File: config.mk
export PLATFORM = sky130hd
export DESIGN_NAME = pipe_ctrl
export DESIGN_NICKNAME = d
export VERILOG_FILES = /design/src/rtl/pipe_ctrl.sv
export SDC_FILE = /design/constraint.sdc
export NUM_CORES = 1
export LEC_CHECK = 0
export ABC_AREA = 1
export BUFFER_PORTS_ARGS = -buffer_cell sky130_fd_sc_hd__clkbuf_2
export CAP_MARGIN = 20
export CORE_UTILIZATION = 51
export CTS_CLUSTER_SIZE = 20
export DETAILED_ROUTE_END_ITERATION = 7
export PLACE_DENSITY = 0.76
export SLEW_MARGIN = 15
export SYNTH_ARGS = -nofsm -noshare
export SYNTH_HDL_FRONTEND = slang
export SYNTH_SLANG_ARGS = --single-unit
File: constraint.sdc
create_clock -name clk -period 2.1 [get_ports clk]
set_input_delay 0.42 -clock clk [delete_from_list [all_inputs] [get_ports clk]]
set_output_delay 0.42 -clock clk [all_outputs]
set_load 0.005 [all_outputs]
File: src/rtl/pipe_ctrl.sv
// pipe_ctrl: central sequencer for the 5-stage pipeline. It handles boot, redirects,
// load-use stalls, fetch misses and memory freezes, and keeps two saturating performance counters.
module pipe_ctrl #(
  parameter logic [31:0] BOOT_PC = 32'h0000_0000,
  parameter int          CNT_W   = 32
) (
  input  logic             clk,
  input  logic             rst_n,
  input  logic [1:0]       hz_stall,
  input  logic [31:0]      hz_pc_branch,
  input  logic             imem_ready,
  input  logic             dmem_busy,
  output logic             imem_req,
  output logic             pc_we,
  output logic             pc_sel,
  output logic [31:0]      pc_target,
  output logic             if_id_en,
  output logic             id_ex_en,
  output logic             ex_mem_en,
  output logic             mem_wb_en,
  output logic             if_id_flush,
  output logic             id_ex_flush,
  output logic             ex_mem_flush,
  output logic             mem_wb_flush,
  output logic [CNT_W-1:0] stall_cnt,
  output logic [CNT_W-1:0] flush_cnt
);

  typedef enum logic [1:0] {
    BOOT  = 2'd0,
    RUN   = 2'd1,
    RWAIT = 2'd2
  } state_t;

  localparam logic [CNT_W-1:0] CNT_MAX = {CNT_W{1'b1}};
  localparam logic [CNT_W-1:0] CNT_ONE = {{(CNT_W-1){1'b0}}, 1'b1};

  state_t      state_r, state_nxt_s;
  logic [31:0] pend_pc_r, pend_pc_nxt_s;
  logic        stall_inc_s, flush_inc_s;
  logic [CNT_W-1:0] stall_cnt_r, flush_cnt_r;

  // State, pending redirect target and saturating counters.
  always_ff @(posedge clk or negedge rst_n) begin
    if (!rst_n) begin
      state_r     <= BOOT;
      pend_pc_r   <= 32'h0000_0000;
      stall_cnt_r <= {CNT_W{1'b0}};
      flush_cnt_r <= {CNT_W{1'b0}};
    end else begin
      state_r   <= state_nxt_s;
      pend_pc_r <= pend_pc_nxt_s;
      if (stall_inc_s && (stall_cnt_r != CNT_MAX)) begin
        stall_cnt_r <= stall_cnt_r + CNT_ONE;
      end else begin
        stall_cnt_r <= stall_cnt_r;
      end
      if (flush_inc_s && (flush_cnt_r != CNT_MAX)) begin
        flush_cnt_r <= flush_cnt_r + CNT_ONE;
      end else begin
        flush_cnt_r <= flush_cnt_r;
      end
    end
  end

  // Next-state and control-output decode; enables default on, flushes default off.
  always_comb begin
    state_nxt_s   = state_r;
    pend_pc_nxt_s = pend_pc_r;
    flush_inc_s   = 1'b0;
    imem_req      = 1'b0;
    pc_we         = 1'b0;
    pc_sel        = 1'b0;
    pc_target     = pend_pc_r;
    if_id_en      = 1'b1;
    id_ex_en      = 1'b1;
    ex_mem_en     = 1'b1;
    mem_wb_en     = 1'b1;
    if_id_flush   = 1'b0;
    id_ex_flush   = 1'b0;
    ex_mem_flush  = 1'b0;
    mem_wb_flush  = 1'b0;

    case (state_r)
      BOOT: begin
        pc_we        = 1'b1;
        pc_sel       = 1'b1;
        pc_target    = BOOT_PC;
        if_id_en     = 1'b0;
        id_ex_en     = 1'b0;
        ex_mem_en    = 1'b0;
        mem_wb_en    = 1'b0;
        if_id_flush  = 1'b1;
        id_ex_flush  = 1'b1;
        ex_mem_flush = 1'b1;
        mem_wb_flush = 1'b1;
        state_nxt_s  = RUN;
      end
      RUN: begin
        imem_req = 1'b1;
        if (dmem_busy) begin
          // Freeze: hazards are re-evaluated once MEM completes.
          if_id_en  = 1'b0;
          id_ex_en  = 1'b0;
          ex_mem_en = 1'b0;
          mem_wb_en = 1'b0;
        end else if (hz_stall[1]) begin
          pc_target   = hz_pc_branch;
          if_id_flush = 1'b1;
          id_ex_flush = 1'b1;
          flush_inc_s = 1'b1;
          if (imem_ready) begin
            pc_we  = 1'b1;
            pc_sel = 1'b1;
          end else begin
            pend_pc_nxt_s = hz_pc_branch;
            state_nxt_s   = RWAIT;
          end
        end else if (hz_stall[0]) begin
          if_id_en    = 1'b0;
          id_ex_flush = 1'b1;
        end else if (!imem_ready) begin
          if_id_flush = 1'b1;
        end else begin
          pc_we = 1'b1;
        end
      end
      RWAIT: begin
        imem_req  = 1'b1;
        pc_target = pend_pc_r;
        if (dmem_busy) begin
          if_id_en  = 1'b0;
          id_ex_en  = 1'b0;
          ex_mem_en = 1'b0;
          mem_wb_en = 1'b0;
        end else if (imem_ready) begin
          // The word returned now is from the wrong path; drop it while loading the target.
          pc_we       = 1'b1;
          pc_sel      = 1'b1;
          if_id_flush = 1'b1;
          state_nxt_s = RUN;
        end else begin
          if_id_flush = 1'b1;
        end
      end
      default: begin
        state_nxt_s = BOOT;
      end
    endcase
  end

  assign stall_inc_s = ((state_r == RUN) || (state_r == RWAIT)) && !pc_we;
  assign stall_cnt   = stall_cnt_r;
  assign flush_cnt   = flush_cnt_r;

endmodule

; Word level (Yosys, flattened, before mapping)
; Cells that the tools add are included.
[op_classes]
n_addsub = 2
eq_ne = 9
n_mux = 38
bitwise_logic = 2
n_reduce_logical = 9
[op_table]
columns = operator, count
row1 = "32-bit by 1-bit adder with 32-bit output, second input constant", 2
row2 = 32-bit two-way mux, 2
row3 = "32-bit inequality test, second input constant", 2
row4 = 32-bit one-hot mux with 2 select lines, 1
row5 = 1-bit two-way mux, 23
row6 = 1-bit one-hot mux with 3 select lines, 4
row7 = 2-bit two-way mux, 5
row8 = "2-bit inequality test, second input constant", 5
row9 = 2-bit one-hot mux with 3 select lines, 1
row10 = 5-bit AND reduction, 1
row11 = 1-bit one-hot mux with 2 select lines, 2
row12 = 4-bit AND reduction, 1
row13 = 1-bit logical AND, 3
row14 = "2-bit by 1-bit == test with 1-bit output, second input constant", 1
row15 = "2-bit == test, second input constant", 1
row16 = 2-bit zero test, 1
row17 = 1-bit inverter, 2
row18 = 2-bit OR reduction, 1
row19 = 1-bit zero test, 1
row20 = 1-bit logical OR, 1
[word_totals]
register_bits = 98
input_bits = 38
output_inout_bits = 107

; Depth between registers and ports, before layout
; Gate-level depths: netlist of run 1.
[depth]
depth_word = 8
mapped_depth = 13
ltp_nobuf = 11

; Least setup slack after synthesis of run 1
; Ideal clock, no wire load.
[synth_timing]
path_kind = flip-flop to output port
from = reg state_r[0]
to = out pc_target[0]
arrival_ns = 1.447
t_required_ns = 1.680
setup_slack_ns = 0.233
path_stages_with_launch = 7
n_path_buf = 1
cell_sequence = dfrtp_1 > inv_1 > ha_1 > inv_1 > o21ai_1 > clkbuf_1 > o22ai_1
[synth_via]
elab_chain_cells = 2
[synth_rtl]
columns = item, line_no
row1 = "start, declared", 38  ; state_t state_r, state_nxt_s;
row2 = "start signal, assigned", 51  ; state_r <= state_nxt_s;
row3 = 2-bit by 1-bit == test with 1-bit output / 2-bit zero test (equally long branches), 84  ; case (state_r)
row4 = 32-bit one-hot mux with 2 select lines (*), 84
row5 = "end, declared", 16  ; output logic [31:0] pc_target,
; Every way passes the cells marked *; elsewhere a longest branch is shown, timed or not.

; Final worst setup path of run 1
[layout_timing]
from = reg state_r[0]
to = out pc_target[26]
; The elaborated chain is that of the path after synthesis.

==> flow_summary.rst, run 1 <==
.. list-table::
   :header-rows: 1

   * - Metric
     - Value
   * - EDFF count, synth
     - 0
   * - Total power
     - 7.60 mW
   * - Critical R2R Launch
     - flush_cnt[0]
   * - GP Congestion
     - 0.932
   * - Distinct cell type count of the synthesized netlist
     - 30
   * - Mean instance size in the synthesized netlist
     - 6.59 um2
   * - Share of layout cells above drive strength 1
     - 0.231
   * - Area occupied by multi-input gates
     - 3380 um2
   * - Worst slew margin relative to its limit
     - 0.643
   * - Final worst setup slack
     - -0.119 ns
   * - Final number of max-transition violations
     - 0
   * - Filler cell count
     - 1005
   * - Worst Setup Start Kind
     - flop
   * - Critical path type
     - flop to primary output
   * - Number of clock sinks seen by CTS
     - 98
   * - Cell Area, Synth
     - 6220 um2
   * - Arrival time reported for the critical path endpoint
     - 1.80 ns
   * - Post-Synthesis Cells
     - 943
   * - Fraction of synthesized cell area taken by the top area cell type
     - 0.394
   * - Initial cell density of the core
     - 0.533
   * - Final clock period utilization by the worst path
     - 1.06
   * - Detailed Routing Iterations Pass 1
     - 5
   * - Skew final
     - 0.00924 ns
   * - Iteration-0 DRC Markers
     - 454
   * - Library cell with the largest summed area after synthesis
     - sky130_fd_sc_hd__dfrtp_1
   * - Clock buffers created by TritonCTS
     - 9
   * - Max-cap viol count
     - 0
   * - CP Capture Type
     - primary output
   * - Initial antenna violation count
     - 0
   * - Horizontal die dimension
     - 112 um
   * - Routed via count
     - 6328
   * - Post-Syn Nets
     - 987
   * - DIE AREA
     - 12600 um2
   * - Core Box Area
     - 11700 um2
   * - Post-layout minimum cycle time
     - 2.22 ns
   * - Number of cell instances on the worst register-to-register path
     - 9
   * - # nets final
     - 1144
   * - Latest clock arrival within the worst-skew pair
     - 0.35 ns
   * - CTS tree
     - yes
   * - Most instantiated flip-flop cell in the synthesis netlist
     - sky130_fd_sc_hd__dfrtp_1
   * - Number of buffer cells added on primary ports
     - 144
   * - Final antenna diode count
     - 0
   * - Upper clock frequency limit
     - 451 MHz
   * - Aggregate routed wire length
     - 16300 um
   * - Worst-case register-to-register setup slack
     - 0.26 ns
   * - Commonest cells after routing, fill and taps aside
     - 405 x sky130_fd_sc_hd__nand2_1, 143 x sky130_fd_sc_hd__clkbuf_2, 114 x sky130_fd_sc_hd__inv_1
   * - Post-route cell area
     - 7780 um2
   * - Floorplan die height
     - 112 um
   * - DRC errors left
     - 0
   * - Number of setup violations in the final report
     - 32
   * - Layout overhead on the synthesized area
     - 25.2%
   * - Per-cell routed wire length
     - 13.1 um
   * - Setup repair after global routing missed its margin
     - yes
   * - Area after DPL
     - 7140 um2
   * - Failing checks
     - setup timing
   * - Cell types with the largest area share after synthesis
     - sky130_fd_sc_hd__dfrtp_1 39%, sky130_fd_sc_hd__nand2_1 25%, sky130_fd_sc_hd__inv_1 7.2%
   * - Via count of the first global-routing pass
     - 5745
   * - Clock transition at the registers of the reported paths
     - 0.07 ns
   * - Number of buffers inserted by hold repair at cts
     - 0
   * - Maximum ir drop on the vdd rail
     - 755 uV
   * - Commonest non-fill, non-tap cell in the layout
     - sky130_fd_sc_hd__nand2_1
   * - HP Class
     - input pin to asynchronous set/reset pin
   * - Maximum number of buffers from clock root to sink
     - 2
   * - Wire length of the first global-routing pass
     - 27300 um
   * - Global Route Usage Sum
     - 0.268
   * - Clock root buffer
     - sky130_fd_sc_hd__clkbuf_16
   * - Vias per cell
     - 5.07
   * - Required time at the worst-slack endpoint
     - 1.68 ns
   * - Crit Path Max Fanout
     - 8
   * - Detailed-placement wirelength estimate
     - 11300 um
   * - Number of top-level design ports
     - 145
   * - Num rows
     - 39
   * - Synthesized flop and latch total
     - 98
   * - Antenna Violating Nets Remaining
     - 0
   * - Largest net degree at the start of global routing
     - 99
   * - Slew at the pin closest to its max-slew limit
     - 0.535 ns
   * - Static leakage power
     - 4.07 nW
   * - Worst slack on hold paths
     - 0.112 ns
   * - Max H-tree Level
     - 3
   * - Outcome
     - complete, but fails checks
   * - Total congestion overflow after global routing
     - 0
   * - Critical register-to-register path endpoint
     - flush_cnt[0]
   * - Sequential standard cell area
     - 2450 um2
   * - Sequential cell area fraction in the yosys report
     - 0.394
   * - Synthesis Warnings
     - 0
   * - Post-synthesis async set-or-reset flop share
     - 1.00
   * - Number of failing hold endpoints at the final stage
     - 0
   * - Power Density
     - 977 nW/um2
Yosys cell counts, types with 4 or more instances:
cell type,number
sky130_fd_sc_hd__nand2_1,409
sky130_fd_sc_hd__inv_1,119
sky130_fd_sc_hd__nor2_1,108
sky130_fd_sc_hd__dfrtp_1,98
sky130_fd_sc_hd__o21ai_0,38
sky130_fd_sc_hd__nand3_1,35
sky130_fd_sc_hd__o22ai_1,33
sky130_fd_sc_hd__xor2_1,20
sky130_fd_sc_hd__nand2_2,16
sky130_fd_sc_hd__clkbuf_1,13
sky130_fd_sc_hd__xnor2_1,10
sky130_fd_sc_hd__ha_1,6
sky130_fd_sc_hd__buf_4,5
sky130_fd_sc_hd__nor2_4,5
sky130_fd_sc_hd__buf_2,4
sky130_fd_sc_hd__buf_6,4
kinds of logic (layout without fill, tap and decap cells):
| family | count (synthesis) | in the layout | share of synthesized area |
|---|---|---|---|
| xor gates and xnor gates | 31 | 31 | 0.0449 |
| buffers and inverters | 148 | 309 | 0.101 |
| DFF | 98 | 98 | 0.394 |
| adders and majority gates | 6 | 6 | 0.0121 |
| and+or+nand+nor | 580 | 581 | 0.375 |
| AOI/OAI and AO/OA | 80 | 80 | 0.0722 |
worst max-delay path by stage:
stage | startpoint | to | slack (ns) | cells past startpoint
floorplan | state_r[0] | pc_target[0] | 0.23 | 6
global placement | hz_stall[1] | pc_target[22] | 0.06 | 7
detailed placement | state_r[0] | stall_cnt[30] | -0.01 | 9
CTS | state_r[0] | pc_target[10] | -0.10 | 8
global route | state_r[1] | pc_target[26] | -0.19 | 9
finish | state_r[0] | pc_target[26] | -0.12 | 8
critical path: stages (launching register included):
cell	delay, ns
sky130_fd_sc_hd__dfrtp_1	0.43
sky130_fd_sc_hd__ha_4	0.18
sky130_fd_sc_hd__buf_6	0.12
sky130_fd_sc_hd__nand2_4	0.09
sky130_fd_sc_hd__o21ai_4	0.09
sky130_fd_sc_hd__buf_6	0.13
sky130_fd_sc_hd__buf_12	0.14
sky130_fd_sc_hd__o22ai_2	0.12
sky130_fd_sc_hd__clkbuf_2	0.14
flip-flops by register name (all words and copies together), names as in the netlist:
signal	count
flush_cnt	32
stall_cnt	32
state_r	2
pend_pc_r	32
final cells by class:
| type | count | share of cell area |
|---|---|---|
| tap | 143 | 0.0230 |
| inverter | 121 | 0.0587 |
| multi-input combinational | 698 | 0.434 |
| clock buffer | 10 | 0.0307 |
| sequential | 98 | 0.315 |
| clock inverter | 6 | 0.00627 |
| timing repair buffer | 172 | 0.132 |
routing by layer:
layer | track usage | part of all wire | vias up
met3 | 0.0605 | 0.064 | 25
li1 | - | - | 3198
met5 | 0 | 0 | -
met1 | 0.374 | 0.47 | 2883
met2 | 0.423 | 0.45 | 222
met4 | 0.0711 | 0.019 | 0
report_power, final:
group | switching [mW] | internal (mW)
registers | 0.289 | 2.26
logic | 1.88 | 1.55
clock network | 0.765 | 0.847
repair_timing:
item | 4_1_cts | 5_1_grt
pin swaps | 3 | 4
setup endpoints to repair | 41 | 67
resized for setup | 41 | 13
setup buffers | 9 | 2
cloned | 2 | 1
stage by stage:
step                      utilization  cells  TNS [ns]  setup slack, ns
after global placement          0.612   1220         0           0.0627
after global routing            0.667   1248     -4.59           -0.187
after floorplan                     -    943         0            0.233
after CTS                       0.665   1247     -2.77           -0.102
after detailed placement        0.612   1220   -0.0157          -0.0105
final                           0.667   1248     -1.87           -0.119
Note: power is estimated with default switching activity, not from simulation.
==> run 2, diff against run 1 <==
ABC_AREA = 0   (was 1)
CORE_MARGIN = 1   (was default)
CORE_UTILIZATION = 47   (was 51)
clock period = 1.8 ns   (was 2.1 ns; I/O delays follow)
==> run 2 against run 1 <==
  * The run still ends with setup timing left
  * Design area is 7.8% higher
  * Utilization rose by 15 points
  * Power grew 36%
  * Via count down 18%
  * Largest power group unchanged
==> flow_summary.rst, run 2 <==
.. list-table::
   :header-rows: 1

   * - Metric
     - Value
   * - Most used standard cell by instance count after synthesis
     - sky130_fd_sc_hd__dfrtp_1
   * - Crit Path Max Fanout
     - 6 (-2)
   * - Most frequent cells after synthesis
     - 98 x sky130_fd_sc_hd__dfrtp_1, 35 x sky130_fd_sc_hd__xor2_1, 34 x sky130_fd_sc_hd__mux2_2, 33 x sky130_fd_sc_hd__a22o_1, 32 x sky130_fd_sc_hd__nand2_1
   * - Layout overhead on the synthesized area
     - 69.3%
   * - Initial antenna violation count
     - 0 (unchanged)
   * - Final instance count without filler cells
     - 889 (-29%)
   * - Share of layout cells above drive strength 1
     - 0.607 (+0.376)
   * - Final worst setup slack
     - -0.604 ns (-0.485 ns)
   * - Vias per cell
     - 5.83 (+15%)
   * - Detailed-placement wirelength estimate
     - 10100 um (-9.9%)
   * - Slowest cell on the critical path
     - sky130_fd_sc_hd__dfrtp_1
   * - Wire length of the first global-routing pass
     - 26800 um (-1.8%)
   * - Power Density
     - 1240 nW/um2 (+26%)
   * - Maximum number of buffers from clock root to sink
     - 2 (unchanged)
   * - Worst Setup Start Kind
     - flop
   * - Distinct cell type count of the synthesized netlist
     - 51 (+70%)
   * - Clock transition at the registers of the reported paths
     - 0.09 ns (+0.02 ns)
   * - Horizontal die dimension
     - 105 um (-6.9%)
   * - Critical path type
     - flop to primary output
   * - Global Route Usage Sum
     - 0.311 (+0.0429)
   * - Outcome
     - complete, but fails checks
   * - Final antenna diode count
     - 0 (unchanged)
   * - Detailed Routing Iterations Pass 1
     - 5 (unchanged)
   * - Library cell with the largest summed area after synthesis
     - sky130_fd_sc_hd__dfrtp_1
   * - Final number of max-transition violations
     - 0 (unchanged)
   * - Largest net degree at the start of global routing
     - 35 (-65%)
   * - Cell types with the largest area share after synthesis
     - sky130_fd_sc_hd__dfrtp_1 49%, sky130_fd_sc_hd__mux2_2 7.7%, sky130_fd_sc_hd__xor2_1 6.2%
   * - Filler cell count
     - 523 (-48%)
   * - Required time at the worst-slack endpoint
     - 1.44 ns (-0.24 ns)
   * - Synthesized flop and latch total
     - 98 (unchanged)
   * - CP Capture Type
     - primary output
   * - Synthesis Warnings
     - 0 (unchanged)
   * - Number of failing hold endpoints at the final stage
     - 0 (unchanged)
   * - Worst path cell trace
     - ha_4 > and3b_2 > buf_6 > a21oi_4 > buf_6 > buf_12 > a22o_1 > clkbuf_2
   * - # nets final
     - 792 (-31%)
   * - Upper clock frequency limit
     - 416 MHz
   * - Initial cell density of the core
     - 0.482 (-0.0511)
   * - Utilization after layout
     - 0.816 (+0.149)
   * - Post-synthesis async set-or-reset flop share
     - 1.00 (unchanged)
   * - DRC errors left
     - 0 (unchanged)
   * - Latest clock arrival within the worst-skew pair
     - 0.37 ns (+0.02 ns)
   * - EDFF count, synth
     - 0 (unchanged)
   * - Commonest non-fill, non-tap cell in the layout
     - sky130_fd_sc_hd__clkbuf_2
   * - Area occupied by multi-input gates
     - 3190 um2 (-5.4%)
   * - Post-layout minimum cycle time
     - 2.40 ns
   * - Number of clock sinks seen by CTS
     - 98 (unchanged)
   * - Per-cell routed wire length
     - 20.7 um (+59%)
   * - Post-Synthesis Cells
     - 444 (-53%)
   * - Aggregate routed wire length
     - 18400 um (+13%)
   * - Number of buffer cells added on primary ports
     - 144 (unchanged)
   * - DIE AREA
     - 11000 um2 (-13%)
   * - Cell Area, Synth
     - 4950 um2 (-20%)
   * - Failing checks
     - setup timing
   * - Fraction of synthesized cell area taken by the top area cell type
     - 0.495 (+0.101)
   * - HP Class
     - input pin to flop
   * - Mean instance size in the synthesized netlist
     - 11.2 um2 (+69%)
   * - GP Congestion
     - 0.857 (-8.0%)
   * - Static leakage power
     - 4.13 nW (+1.6%)
   * - Total congestion overflow after global routing
     - 0 (unchanged)
   * - Worst slew margin relative to its limit
     - 0.555 (-0.0882)
   * - Clock buffers created by TritonCTS
     - 9 (unchanged)
   * - Setup repair after global routing missed its margin
     - yes
   * - Commonest cells after routing, fill and taps aside
     - 132 x sky130_fd_sc_hd__clkbuf_2, 130 x sky130_fd_sc_hd__buf_4, 98 x sky130_fd_sc_hd__dfrtp_1
   * - Via count of the first global-routing pass
     - 5326 (-7.3%)
   * - Antenna Violating Nets Remaining
     - 0 (unchanged)
   * - Sequential cell area fraction in the yosys report
     - 0.495 (+0.101)
   * - Max-cap viol count
     - 0 (unchanged)
   * - Maximum ir drop on the vdd rail
     - 964 uV (+28%)
   * - Arrival time reported for the critical path endpoint
     - 2.04 ns (+0.24 ns)
   * - Core Box Area
     - 10300 um2 (-12%)
   * - Floorplan die height
     - 105 um (-6.9%)
   * - Num rows
     - 37 (-5.1%)
   * - Most instantiated flip-flop cell in the synthesis netlist
     - sky130_fd_sc_hd__dfrtp_1
   * - CTS tree
     - yes
   * - Iteration-0 DRC Markers
     - 268 (-41%)
   * - Final clock period utilization by the worst path
     - 1.34
   * - Slew at the pin closest to its max-slew limit
     - 0.662 ns (+0.126 ns)
   * - Post-Syn Nets
     - 488 (-51%)
   * - Routed via count
     - 5180 (-18%)
   * - Clock root buffer
     - sky130_fd_sc_hd__clkbuf_8
   * - Number of top-level design ports
     - 145 (unchanged)
   * - Skew final
     - 0.00904 ns (-0.000202 ns)
   * - Placed instance count
     - 829 (-32%)
   * - Sequential standard cell area
     - 2450 um2 (unchanged)
   * - Number of setup violations in the final report
     - 131 (+310%)
   * - Delay of the slowest cell on the worst path
     - 0.43 ns (about the same)
   * - Max H-tree Level
     - 3 (unchanged)
   * - Most common cell on crit path
     - sky130_fd_sc_hd__buf_6
## run 2: what timing repair did
item / 4_1_cts / 5_1_grt
endpoints found under the hold margin: 32 / 0
pin swaps: 34 / 43
gates cloned: 8 / 2
hold buffers: 1 / 0
buffers inserted: 20 / 16
gates resized for setup: 147 / 45
endpoints found under the setup margin: 131 / 134
## run 2: stage by stage
step / area, um2 / setup slack (ns) / hold slack (ns) / power, mW / setup TNS [ns]
after global placement: 6830 / -0.256 / 0.340 / 6.94 / -20.65
final: 8390 / -0.604 / 0.245 / 10.4 / -39.83
after detailed placement: 6830 / -0.316 / 0.344 / 7.11 / -27.24
after global routing: 8390 / -0.659 / 0.227 / 10.8 / -49.97
after CTS: 8120 / -0.521 / 0.226 / 9.91 / -32.63
after floorplan: 5050 / -0.238 / 0.0644 / 5.16 / -16.81
## run 2: kinds of logic after synthesis
logic type      after synthesis  share of synthesized area
simple gates                163                      0.184
xor+xnor                     56                     0.0990
buf+inv                      27                     0.0253
compound gates               57                     0.0972
fa+ha+maj                     6                     0.0152
mux                          37                     0.0843
flops                        98                      0.495
## run 2: report_power, final
part           internal (mW)  switching [mW]
clock                  0.895           0.771
combinational           3.01            2.53
sequential              2.76           0.391
## run 2: path summary, 6_finish.rpt
path / from / to / slack [ns] / cells after the start
setup / recovery: state_r[0] / pc_target[13] / -0.60 / 8
min in group asynchronous: rst_n / flush_cnt[19] / 0.48 / 2
setup reg to reg: state_r[0] / stall_cnt[21] / -0.41 / 9
hold reg to reg: stall_cnt[28] / stall_cnt[28] / 0.52 / 1
hold / removal: hz_pc_branch[27] / pend_pc_r[27] / 0.24 / 2
max in group asynchronous: rst_n / stall_cnt[0] / 0.78 / 3
## run 2: final cells by class
cell class              instances  area share
clock inverters                 4     0.00865
clock buffers                  12      0.0197
well taps                     136      0.0203
inverters                       8     0.00388
multi-input cells             319       0.381
repair buffers                312       0.274
flip-flops and latches         98       0.292
## run 2: routing by layer
metal  wire length, um  GRT usage  share of wire  up-vias
met1              6720      0.347           0.36     2561
met2              9570      0.565           0.52      304
li1                  -          -              -     2228
met5                 0          0              0        -
met4               990      0.153          0.054        0
met3              1150     0.0618          0.063       87
## run 2: critical path, delay by kind of cell (launching register included)
| kind | cells | cell delay (ns) |
|---|---|---|
| flip-flops | 1 | 0.43 |
| AO/OA/AOI/OAI | 2 | 0.31 |
| adder cells (fa/ha/maj) | 1 | 0.19 |
| AND/OR/NAND/NOR | 1 | 0.21 |
| buffers and inverters | 4 | 0.53 |
